File: config.mk
export PLATFORM = sky130hd
export DESIGN_NAME = mem_arbiter
export DESIGN_NICKNAME = d
export VERILOG_FILES = /design/src/rtl/mem_arbiter.sv
export SDC_FILE = /design/constraint.sdc
export NUM_CORES = 1
export LEC_CHECK = 0
export CAP_MARGIN = 0
export CORE_UTILIZATION = 36
export DETAILED_ROUTE_END_ITERATION = 12
export GPL_TIMING_DRIVEN = 0
export HOLD_SLACK_MARGIN = 0.06
export PLACE_DENSITY = 0.89
export SYNTH_ARGS = -nofsm -noshare
export SYNTH_HDL_FRONTEND = slang
export SYNTH_SLANG_ARGS = --single-unit
export TNS_END_PERCENT = 100
File: constraint.sdc
create_clock -name clk -period 2 [get_ports clk]
set_input_delay 0.4 -clock clk [delete_from_list [all_inputs] [get_ports clk]]
set_output_delay 0.4 -clock clk [all_outputs]
set_load 0.03 [all_outputs]
File: src/rtl/mem_arbiter.sv
// Two-master round-robin arbiter for the shared data_bus.
// Requests are checked, then driven onto the bus for LATENCY cycles.
module mem_arbiter #(
  parameter int unsigned LATENCY = 1,
  parameter logic [31:0] MEM_END = 32'h0000_ffff
) (
  input  logic        clk,
  input  logic        rst,
  input  logic        m0_req,
  input  logic        m0_we,
  input  logic [1:0]  m0_len,
  input  logic [31:0] m0_addr,
  input  logic [31:0] m0_wdata,
  output logic        m0_ack,
  output logic [31:0] m0_rdata,
  output logic        m0_err,
  input  logic        m1_req,
  input  logic        m1_we,
  input  logic [1:0]  m1_len,
  input  logic [31:0] m1_addr,
  input  logic [31:0] m1_wdata,
  output logic        m1_ack,
  output logic [31:0] m1_rdata,
  output logic        m1_err,
  output logic        bus_rw,
  output logic [1:0]  bus_len,
  output logic [31:0] bus_addr,
  output logic [31:0] bus_write,
  input  logic [31:0] bus_read,
  input  logic        bus_exception,
  output logic [1:0]  grant
);

  localparam int CW = (LATENCY > 1) ? $clog2(LATENCY) : 1;

  typedef enum logic [1:0] {
    IDLE,
    ACCESS,
    RESP
  } state_t;

  state_t state, state_nx;

  logic          last;
  logic [CW-1:0] cnt;
  logic          err_q;

  logic          any_req;
  logic          pick;
  logic          we_s;
  logic [1:0]    len_s;
  logic [31:0]   addr_s;
  logic [31:0]   wdata_s;
  logic          req_ok;

  always_comb begin
    any_req = m0_req | m1_req;
    // On a tie the master that did not win last time goes first
    if (m0_req && m1_req)
      pick = ~last;
    else
      pick = m1_req;
    we_s    = pick ? m1_we    : m0_we;
    len_s   = pick ? m1_len   : m0_len;
    addr_s  = pick ? m1_addr  : m0_addr;
    wdata_s = pick ? m1_wdata : m0_wdata;
    req_ok  = 1'b0;
    unique case (len_s)
      2'b00:   req_ok = 1'b1;
      2'b01:   req_ok = ~addr_s[0];
      2'b10:   req_ok = (addr_s[1:0] == 2'b00);
      default: req_ok = 1'b0;
    endcase
    if (addr_s > MEM_END)
      req_ok = 1'b0;
  end

  always_comb begin
    state_nx = state;
    unique case (state)
      IDLE:
        if (any_req)
          state_nx = req_ok ? ACCESS : RESP;
      ACCESS:
        if (cnt == '0)
          state_nx = RESP;
      RESP:
        state_nx = IDLE;
      default:
        state_nx = IDLE;
    endcase
  end

  always_ff @(posedge clk) begin
    if (rst)
      state <= IDLE;
    else
      state <= state_nx;
  end

  always_ff @(posedge clk) begin
    if (rst) begin
      last      <= 1'b1;
      cnt       <= '0;
      err_q     <= 1'b0;
      grant     <= 2'b00;
      m0_rdata  <= '0;
      m1_rdata  <= '0;
      bus_rw    <= 1'b0;
      bus_len   <= 2'b00;
      bus_addr  <= '0;
      bus_write <= '0;
    end else begin
      unique case (state)
        IDLE: begin
          if (any_req) begin
            grant <= pick ? 2'b10 : 2'b01;
            last  <= pick;
            if (req_ok) begin
              bus_rw    <= we_s;
              bus_len   <= len_s;
              bus_addr  <= addr_s;
              bus_write <= wdata_s;
              cnt       <= CW'(LATENCY - 1);
              err_q     <= 1'b0;
            end else begin
              err_q <= 1'b1;
              if (pick)
                m1_rdata <= '0;
              else
                m0_rdata <= '0;
            end
          end
        end
        ACCESS: begin
          if (cnt != '0) begin
            cnt <= cnt - 1'b1;
          end else begin
            err_q <= bus_exception;
            if (grant[1])
              m1_rdata <= bus_read;
            else
              m0_rdata <= bus_read;
          end
        end
        RESP: begin
          bus_rw <= 1'b0;
          grant  <= 2'b00;
        end
        default: ;
      endcase
    end
  end

  assign m0_ack = (state == RESP) & grant[0];
  assign m1_ack = (state == RESP) & grant[1];
  assign m0_err = m0_ack & err_q;
  assign m1_err = m1_ack & err_q;

endmodule

* Word-level counts from Yosys, hierarchy flattened
Cells that the tools add are included.
** Storage, ports and cells
- Output and inout bits :: 137
- Bits of input ports :: 171
- Bits in registers :: 138
** Cells by class
- Equal/unequal tests :: 12
- Magnitude comparators :: 1
- Muxes and demuxes :: 37
- Reduce and logical (&&, ||, !) cells :: 15
- Bitwise gates (word level) :: 7
- Add/subtract/negate cells :: 1
** Operator list (number)
- 32-bit two-way mux :: 12
- 32-bit one-hot mux with 2 select lines :: 2
- 32-bit by 16-bit greater-than comparator with 1-bit output, second input constant :: 1
- 2-bit inequality test, second input constant :: 8
- 2-bit two-way mux :: 6
- 3-bit AND reduction :: 4
- 6-bit AND reduction :: 2
- 1-bit two-way mux :: 11
- 2-bit one-hot mux with 2 select lines :: 2
- 2-bit zero test :: 3
- 1-bit one-hot mux with 2 select lines :: 3
- 2-bit AND reduction :: 3
- 1-bit AND :: 4
- 2-bit by 1-bit equality test with 1-bit output, second input constant :: 2
- 2-bit equality test, second input constant :: 2
- 2-bit nonzero test :: 2
- 1-bit one-hot mux with 3 select lines :: 1
- 1-bit inverter :: 2
- 1-bit logical AND :: 1
- 1-bit OR :: 1
- 1-bit subtractor, second input constant :: 1

* Logic depth before layout (Yosys ltp)
Gate-level depths: netlist (run 1).
- Depth in word-level cells :: 9
- Mapped depth :: 8
- Depth with buffers taken out :: 5

* Least setup slack after synthesis (run 1)
Ideal clock, no wire load.
- Path type :: input port to flip-flop
- Start :: input port m1_req
- End :: register bus_addr[0]
- Arrival time :: 2.057 ns
- Stages :: 8
- Path buffers :: 4
- Library setup time :: 0.081 ns
- Setup slack :: -0.138 ns
- Data required time :: 1.919 ns
- Cell sequence :: a21bo_1 buf_2 or4_4 buf_6 a21bo_1 buf_6 buf_6 a211oi_2
** On the way
- Longest elaborated chain between the ends :: 7
** RTL lines
- start, declared :: line 17 : input logic m1_req,
- branches (longest 7 deep; another with 32-bit by 16-bit greater-than comparator with 1-bit output)
- end signal, assigned :: line 122 : bus_addr <= addr_s;
- end, declared :: line 27 : output logic [31:0] bus_addr,
Parallel ways; which one is timed is not known.
A chain may end at the register's enable or synchronous reset.

* Worst setup path in the final report (run 1)
- Start :: input port m1_addr[22]
- End :: register bus_len[1]
** On the way
- Longest elaborated chain between the ends :: 4
** RTL lines
- start, declared :: line 20 : input logic [31:0] m1_addr,
- 32-bit two-way mux :: line 65 : addr_s = pick ? m1_addr : m0_addr;
- 32-bit by 16-bit greater-than comparator with 1-bit output :: line 74 : if (addr_s > MEM_END)
- 1-bit two-way mux :: line 74
- 3-bit AND reduction (no source line)
- end signal, assigned :: line 121 : bus_len <= len_s;
- end, declared :: line 26 : output logic [1:0] bus_len,
No other way between the ends.

==> flow_summary.ini, run 1 <==
[timing]
grt_setup_unrepaired = true
skew_ns = 0.00853
finalCritPeriodShare_pct = 104
setup_slack_ns = -0.0799
worstMarginPinSlew_ns = 0.734
relSlewSlack_pct = 51.0
setup_violations = 56
fin_crit_ns = 2.08
fmax_ghz = 0.481
hold_viol = 0
report.final.slew_viol_count = 0

[synth]
synth_seq_cells = 137
ys_seq_area_share_pct = 46.6
synth_compound_area_share_pct = 26.5
synth_xor_area_share_pct = 0
synthAdderAreaFrac_pct = 0
avgSynthCellArea_um2 = 8.66
muxShareOfSynthArea_pct = 0.170
synth_top_family_by_area = compound AO/OA/AOI/OAI gates
synth-simple-area-share_pct = 18.5
synth-async-reset-ratio_pct = 0
synth_cells = 679
synthFlopType = dfxtp_1
synth_cell_types = 34
yosys_warnings = 0
syn-cell-area_um2 = 5880
syn_nets = 850
synth_edf_count = 0

[final_layout]
final_common_cell = clkdlybuf4s50_1
layout-drive-gt1-share_pct = 20.2
mostFrequentLayoutCells = clkdlybuf4s50_1, dfxtp_1, nand2_1
instances_no_fill = 1257
layout.nets = 1197
seqCellArea_um2 = 2750
fill_cells = 1276
multi_input_area_um2 = 2930
syn_to_final_growth_pct = 77.4

[drt]
vias = 6480
wl_per_cell_um = 18.3
drc_errors = 0
viasPerCell = 5.16
routed_wl_um = 23000
drtAntennaViolNets = 0
drtIter0Drc = 312
firstDrtPassIters = 6

[floorplan]
start_util_pct = 36.9
fp.dieH_um = 130
die_w_um = 130
die_area_um2 = 16900
core_um2 = 15900
io_pins = 308
rows = 46

[cts]
cts.clk_slew.worst_paths_ns = 0.06
worstSkewPairLatency_ns = 0.41
clock-root-buffer = clkbuf_16
cts-htree-levels = 4
cts_hold_buf = 0
tritoncts = yes
numCtsBuffers = 17
cts_buffer_depth = 2
clkSinkCount = 137

[hold_path]
hold_path.class = flop to flop

[worst_setup_path]
path_buf_inv = 4
slowest_delay_ns = 0.60
startpoint_type = input port
cp_max_fo = 10
path_class = input port to flop
crit_slowest_cell = or4_4
path_cells = buf_8, nor4_4, nand2_2, or4_4, buf_8, a21bo_1, buf_12, buf_8, a211oi_2
cp.arrival_ns = 2.41
cp-end-kind = flop
crit_family = simple AND/OR/NAND/NOR gates
required_ns = 2.33
critical_path.most_common_cell = buf_8

[power_and_ir_drop]
pwr_density_cell_nw_per_um2 = 650
p_seq_share_pct = 40.5
comb_power_share_pct = 12.1
leakage_nw = 3.80
switching_share_pct = 24.4
peakVddDrop_v = 0.000698
power.internal_mw = 5.13
power_switching_mw = 1.66
pwr-share-clk_pct = 47.4
totalPowerFinal_mw = 6.78

[global_route]
grt_max_degree = 17
grt_pass1_wl_um = 34200
top_usage_layer = met2
globalRouteOverflowTotal = 0
use_met1_pct = 29.5
met3_usage_pct = 7.59
antenna_found_initial = 3
gr-usage-all-layers_pct = 26.7
grt_pass1_vias = 6486
grt_util_met2_pct = 46.4

[placed_design]
dpl.cell_count = 1201
gp_congestion = 0.824
port_buffers = 306
dpl.hpwl_um = 16400

[job]
drv_cap = 0

[run_status]
outcome = finished with violations
failed_checks = negative setup slack
## path summary, 6_finish.rpt
kind                               from                         end  slack [ns]  cells past startpoint
min          bus_write[23]$_SDFFE_PP0P_  bus_write[23]$_SDFFE_PP0P_        0.46                      2
max                         m1_addr[22]     bus_len[1]$_SDFFE_PP0P_       -0.08                      9
max reg2reg           last$_SDFFE_PP1P_     bus_len[1]$_SDFFE_PP0P_       -0.06                      8
min reg2reg  bus_write[23]$_SDFFE_PP0P_  bus_write[23]$_SDFFE_PP0P_        0.46                      2
## cell usage after synthesis (3+ instances only)
cell | count | area [µm²]
o21ai_0 | 5 | 25.0
nor3b_1 | 17 | 128
dfxtp_1 | 137 | 2740
nor2_1 | 41 | 154
buf_2 | 5 | 25.0
clkbuf_1 | 49 | 184
nand3_1 | 52 | 260
a211oi_2 | 49 | 613
a22oi_1 | 32 | 240
a31oi_1 | 3 | 18.8
nor4_1 | 8 | 50.1
a22o_1 | 32 | 280
nand2_1 | 107 | 402
a21oi_1 | 55 | 275
nor3_1 | 5 | 25.0
inv_1 | 52 | 195
buf_6 | 7 | 78.8
## tightest hold or removal path, stage by stage (launching register included)
cell      delay (ns)
dfxtp_1         0.31
inv_1           0.05
a211oi_1        0.05
## what timing repair did
item                       in CTS  in global routing
resized for setup             197                 45
buffers inserted               20                  2
gates cloned                    4                  2
setup endpoints to repair     140                125
pin swaps                      32                 20
## area by class of cell
class | instances | area share, %
Clock inverter | 13 | 1.62
Inverter | 52 | 1.91
Sequential cell | 137 | 26.3
Buffer | 59 | 3.93
Tap cell | 216 | 2.59
Timing Repair Buffer | 331 | 31.3
Antenna cell | 3 | 0.0719
Clock buffer | 18 | 4.11
Multi-Input combinational cell | 428 | 28.1
## kinds of logic (layout without fill, tap and decap cells)
logic type | after synthesis | in the layout
mux | 1 | 1
buf+inv | 114 | 473
simple gates | 240 | 240
flops | 137 | 137
other cells | 0 | 3
compound gates | 187 | 187
## power groups by stage
stage                     logic (mW)  registers [mW]  clock network (mW)
final                          0.818            2.75                3.22
after global routing           0.878            2.75                3.37
after CTS                      0.815            2.75                3.25
after detailed placement       0.745            2.80                   0
after global placement         0.739            2.80                   0
after floorplan                0.276            2.81                   0
## sequential cells by signal, summed over array words and instances (netlist names)
| register | count |
|---|---|
| bus_addr | 32 |
| bus_rw | 1 |
| state | 2 |
| last | 1 |
| m0_rdata | 32 |
| m1_rdata | 32 |
| bus_len | 2 |
| grant | 2 |
| bus_write | 32 |
| err_q | 1 |
## per-stage QoR
stage	setup TNS, ns	hold slack, ns	setup slack, ns	utilization (%)	instance area (µm²)
final	-2.30	0.461	-0.0799	65.5	10400
after global routing	-5.27	0.472	-0.124	65.5	10400
after CTS	-0.799	0.458	-0.0655	65.0	10400
after detailed placement	-135.31	0.450	-1.20	58.1	9270
after global placement	-129.51	0.443	-1.13	58.1	9270
after floorplan	-4.07	0.477	-0.0721	-	5930
## layer usage
metal | share of wire [%] | vias to the layer above | routed length (µm)
li1 | - | 3066 | -
met1 | 38 | 3045 | 8750
met4 | 4.1 | 0 | 940
met3 | 7.8 | 69 | 1800
met2 | 50 | 300 | 11500
met5 | 0 | - | 0
Note: power is estimated with default switching activity, not from simulation.
==> run 2, diff against run 1 <==
--- a/config.mk
+++ b/config.mk
@@ -6,6 +6,7 @@
 export NUM_CORES = 1
 export LEC_CHECK = 0
 export CAP_MARGIN = 0
+export CORE_MARGIN = 4
 export CORE_UTILIZATION = 36
 export DETAILED_ROUTE_END_ITERATION = 12
 export GPL_TIMING_DRIVEN = 0
==> run 2 against run 1 <==
Effect of this change:
- total power up 2.1%
- sequential share of layout area decreased by 0.23 points
- sequential cell count is the same
- the flow still finishes with violations (negative setup slack)
- clock power up 3%
- worst setup slack better by 0.013 ns
- utilization grew 0.64 points
- highest routed layer unchanged
- sequential power about the same
- via count up 2.5%
- cell area up 0.98%
- critical path depth stayed put
- die area is 9.5% higher
- first-iteration DRC count up 24%
==> flow_summary.ini, run 2 (synthesis gave the netlist of run 1 again) <==
[global_route]
use_met1_pct = 27.4
globalRouteOverflowTotal = 0
top_usage_layer = met2
antenna_found_initial = 1
met3_usage_pct = 7.22
grt_pass1_wl_um = 35300
grt_util_met2_pct = 44.0
gr-usage-all-layers_pct = 24.8
grt_pass1_vias = 6625
grt_max_degree = 17

[timing]
relSlewSlack_pct = 46.7
fmax_ghz = 0.484
timing.setup.tns_ns = -0.379
report.final.slew_viol_count = 0
worstMarginPinSlew_ns = 0.799
setup_violations = 25
setup_slack_ns = -0.0666
finalCritPeriodShare_pct = 103
fin_crit_ns = 2.07
skew_ns = 0.00683
grt_setup_unrepaired = true
hold_viol = 0

[placed_design]
gp_congestion = 0.849
dpl.hpwl_um = 17600
port_buffers = 306
place_ws_ns = -1.34

[final_layout]
layout.nets = 1200
seqCellArea_um2 = 2750
final_common_cell = clkdlybuf4s50_1
fin_util_pct = 66.1
layout-drive-gt1-share_pct = 20.1
syn_to_final_growth_pct = 79.2
multi_input_area_um2 = 2960
fill_cells = 1223
mostFrequentLayoutCells = clkdlybuf4s50_1, dfxtp_1, nand2_1

[cts]
cts-htree-levels = 4
clkSinkCount = 137
cts_hold_buf = 0
clock-root-buffer = clkbuf_16
tritoncts = yes
cts.clk_slew.worst_paths_ns = 0.06
cts_buffer_depth = 2
worstSkewPairLatency_ns = 0.43
numCtsBuffers = 17

[worst_setup_path]
r2r_cells = 7
path_cells = buf_2, nor4_4, nand2_2, or4_4, buf_8, a21bo_4, buf_12, buf_12, a211oi_2
cp_max_fo = 6
path_class = input port to flop
cp.depth = 9
cp.arrival_ns = 2.40
cp-end-kind = flop
slowest_delay_ns = 0.58
startpoint_type = input port
crit_family = simple AND/OR/NAND/NOR gates
path_buf_inv = 4
timing.reg2reg.setup_slack_ns = 0
crit_slowest_cell = or4_4
required_ns = 2.33
critical_path.most_common_cell = buf_12

[drt]
routed_wl_um = 24900
drc_errors = 0
drtIter0Drc = 387
wl_per_cell_um = 19.8
vias = 6642
viasPerCell = 5.28
firstDrtPassIters = 5
drtAntennaViolNets = 0

[power_and_ir_drop]
peakVddDrop_v = 0.000595
pwr_density_cell_nw_per_um2 = 657
leakage_nw = 3.86

[floorplan]
fp.dieH_um = 136
io_pins = 308
die_area_um2 = 18400
die_w_um = 136
rows = 46
start_util_pct = 36.9
core_um2 = 15900

[run_status]
failed_checks = negative setup slack
outcome = finished with violations

[job]
drv_cap = 0

[hold_path]
hold_depth = 2
hold_path.class = flop to flop
-- run 2: cell types whose count changed in the layout (fill, tap and decap cells not counted), sizes merged --
cell / delta
buf: -1
diode: -2
clkdlybuf4s18: -1
clkinvlp: -1
clkdlybuf4s15: -2
clkinv: -2
inv: +2
clkbuf: +4
dlygate4sd2: +4
-- run 2: worst reg2reg max path, delay by kind of cell (launching register included) --
| kind | cells | cell delay (ns) |
|---|---|---|
| simple gates | 1 | 0.45 |
| flops | 1 | 0.35 |
| compound gates | 3 | 0.67 |
| buf+inv | 3 | 0.44 |
-- run 2: worst paths after layout --
path / to / start
setup / recovery: bus_write[25]$_SDFFE_PP0P_ / m1_addr[22]
hold reg to reg: bus_rw$_SDFFE_PP0P_ / bus_rw$_SDFFE_PP0P_
setup reg to reg: bus_write[25]$_SDFFE_PP0P_ / last$_SDFFE_PP1P_
hold / removal: bus_rw$_SDFFE_PP0P_ / bus_rw$_SDFFE_PP0P_
-- run 2: metal layers --
layer / up-vias / wire length (µm)
li1: 3076 / -
met1: 3184 / 9640
met2: 320 / 12500
met3: 62 / 1870
met4: 0 / 914
met5: - / 0
-- run 2: power by group --
group          total (mW)  switching [mW]  internal (mW)
registers            2.75          0.0117           2.74
logic               0.845           0.414          0.430
clock network        3.33            1.29           2.04
-- run 2: layout make-up --
cell class                      count  area share, %
Clock inverter                     12           1.56
Inverter                           52           1.85
Multi-Input combinational cell    428           28.1
Timing Repair Buffer              335           31.5
Buffer                             58           4.01
Tap cell                          216           2.56
Antenna cell                        1         0.0237
Clock buffer                       19           4.30
Sequential cell                   137           26.1
-- run 2: stage by stage --
stage / instances / cell area [µm²] / total power [mW] / hold slack, ns
after detailed placement: 1201 / 9270 / 3.55 / 0.455
after global placement: 1201 / 9270 / 3.55 / 0.444
final: 1258 / 10500 / 6.92 / 0.462
after floorplan: 679 / 5930 / 3.08 / 0.477
after global routing: 1258 / 10500 / 7.13 / 0.484
after CTS: 1249 / 10300 / 6.88 / 0.462
-- run 2: timing repair --
item                                    4_1_cts  5_1_grt
pin swaps                                    21        4
endpoints found under the hold margin         0        0
endpoints found under the setup margin      138      114
cloned                                        1        6
resized for setup                           202       32
setup buffers                                19        3
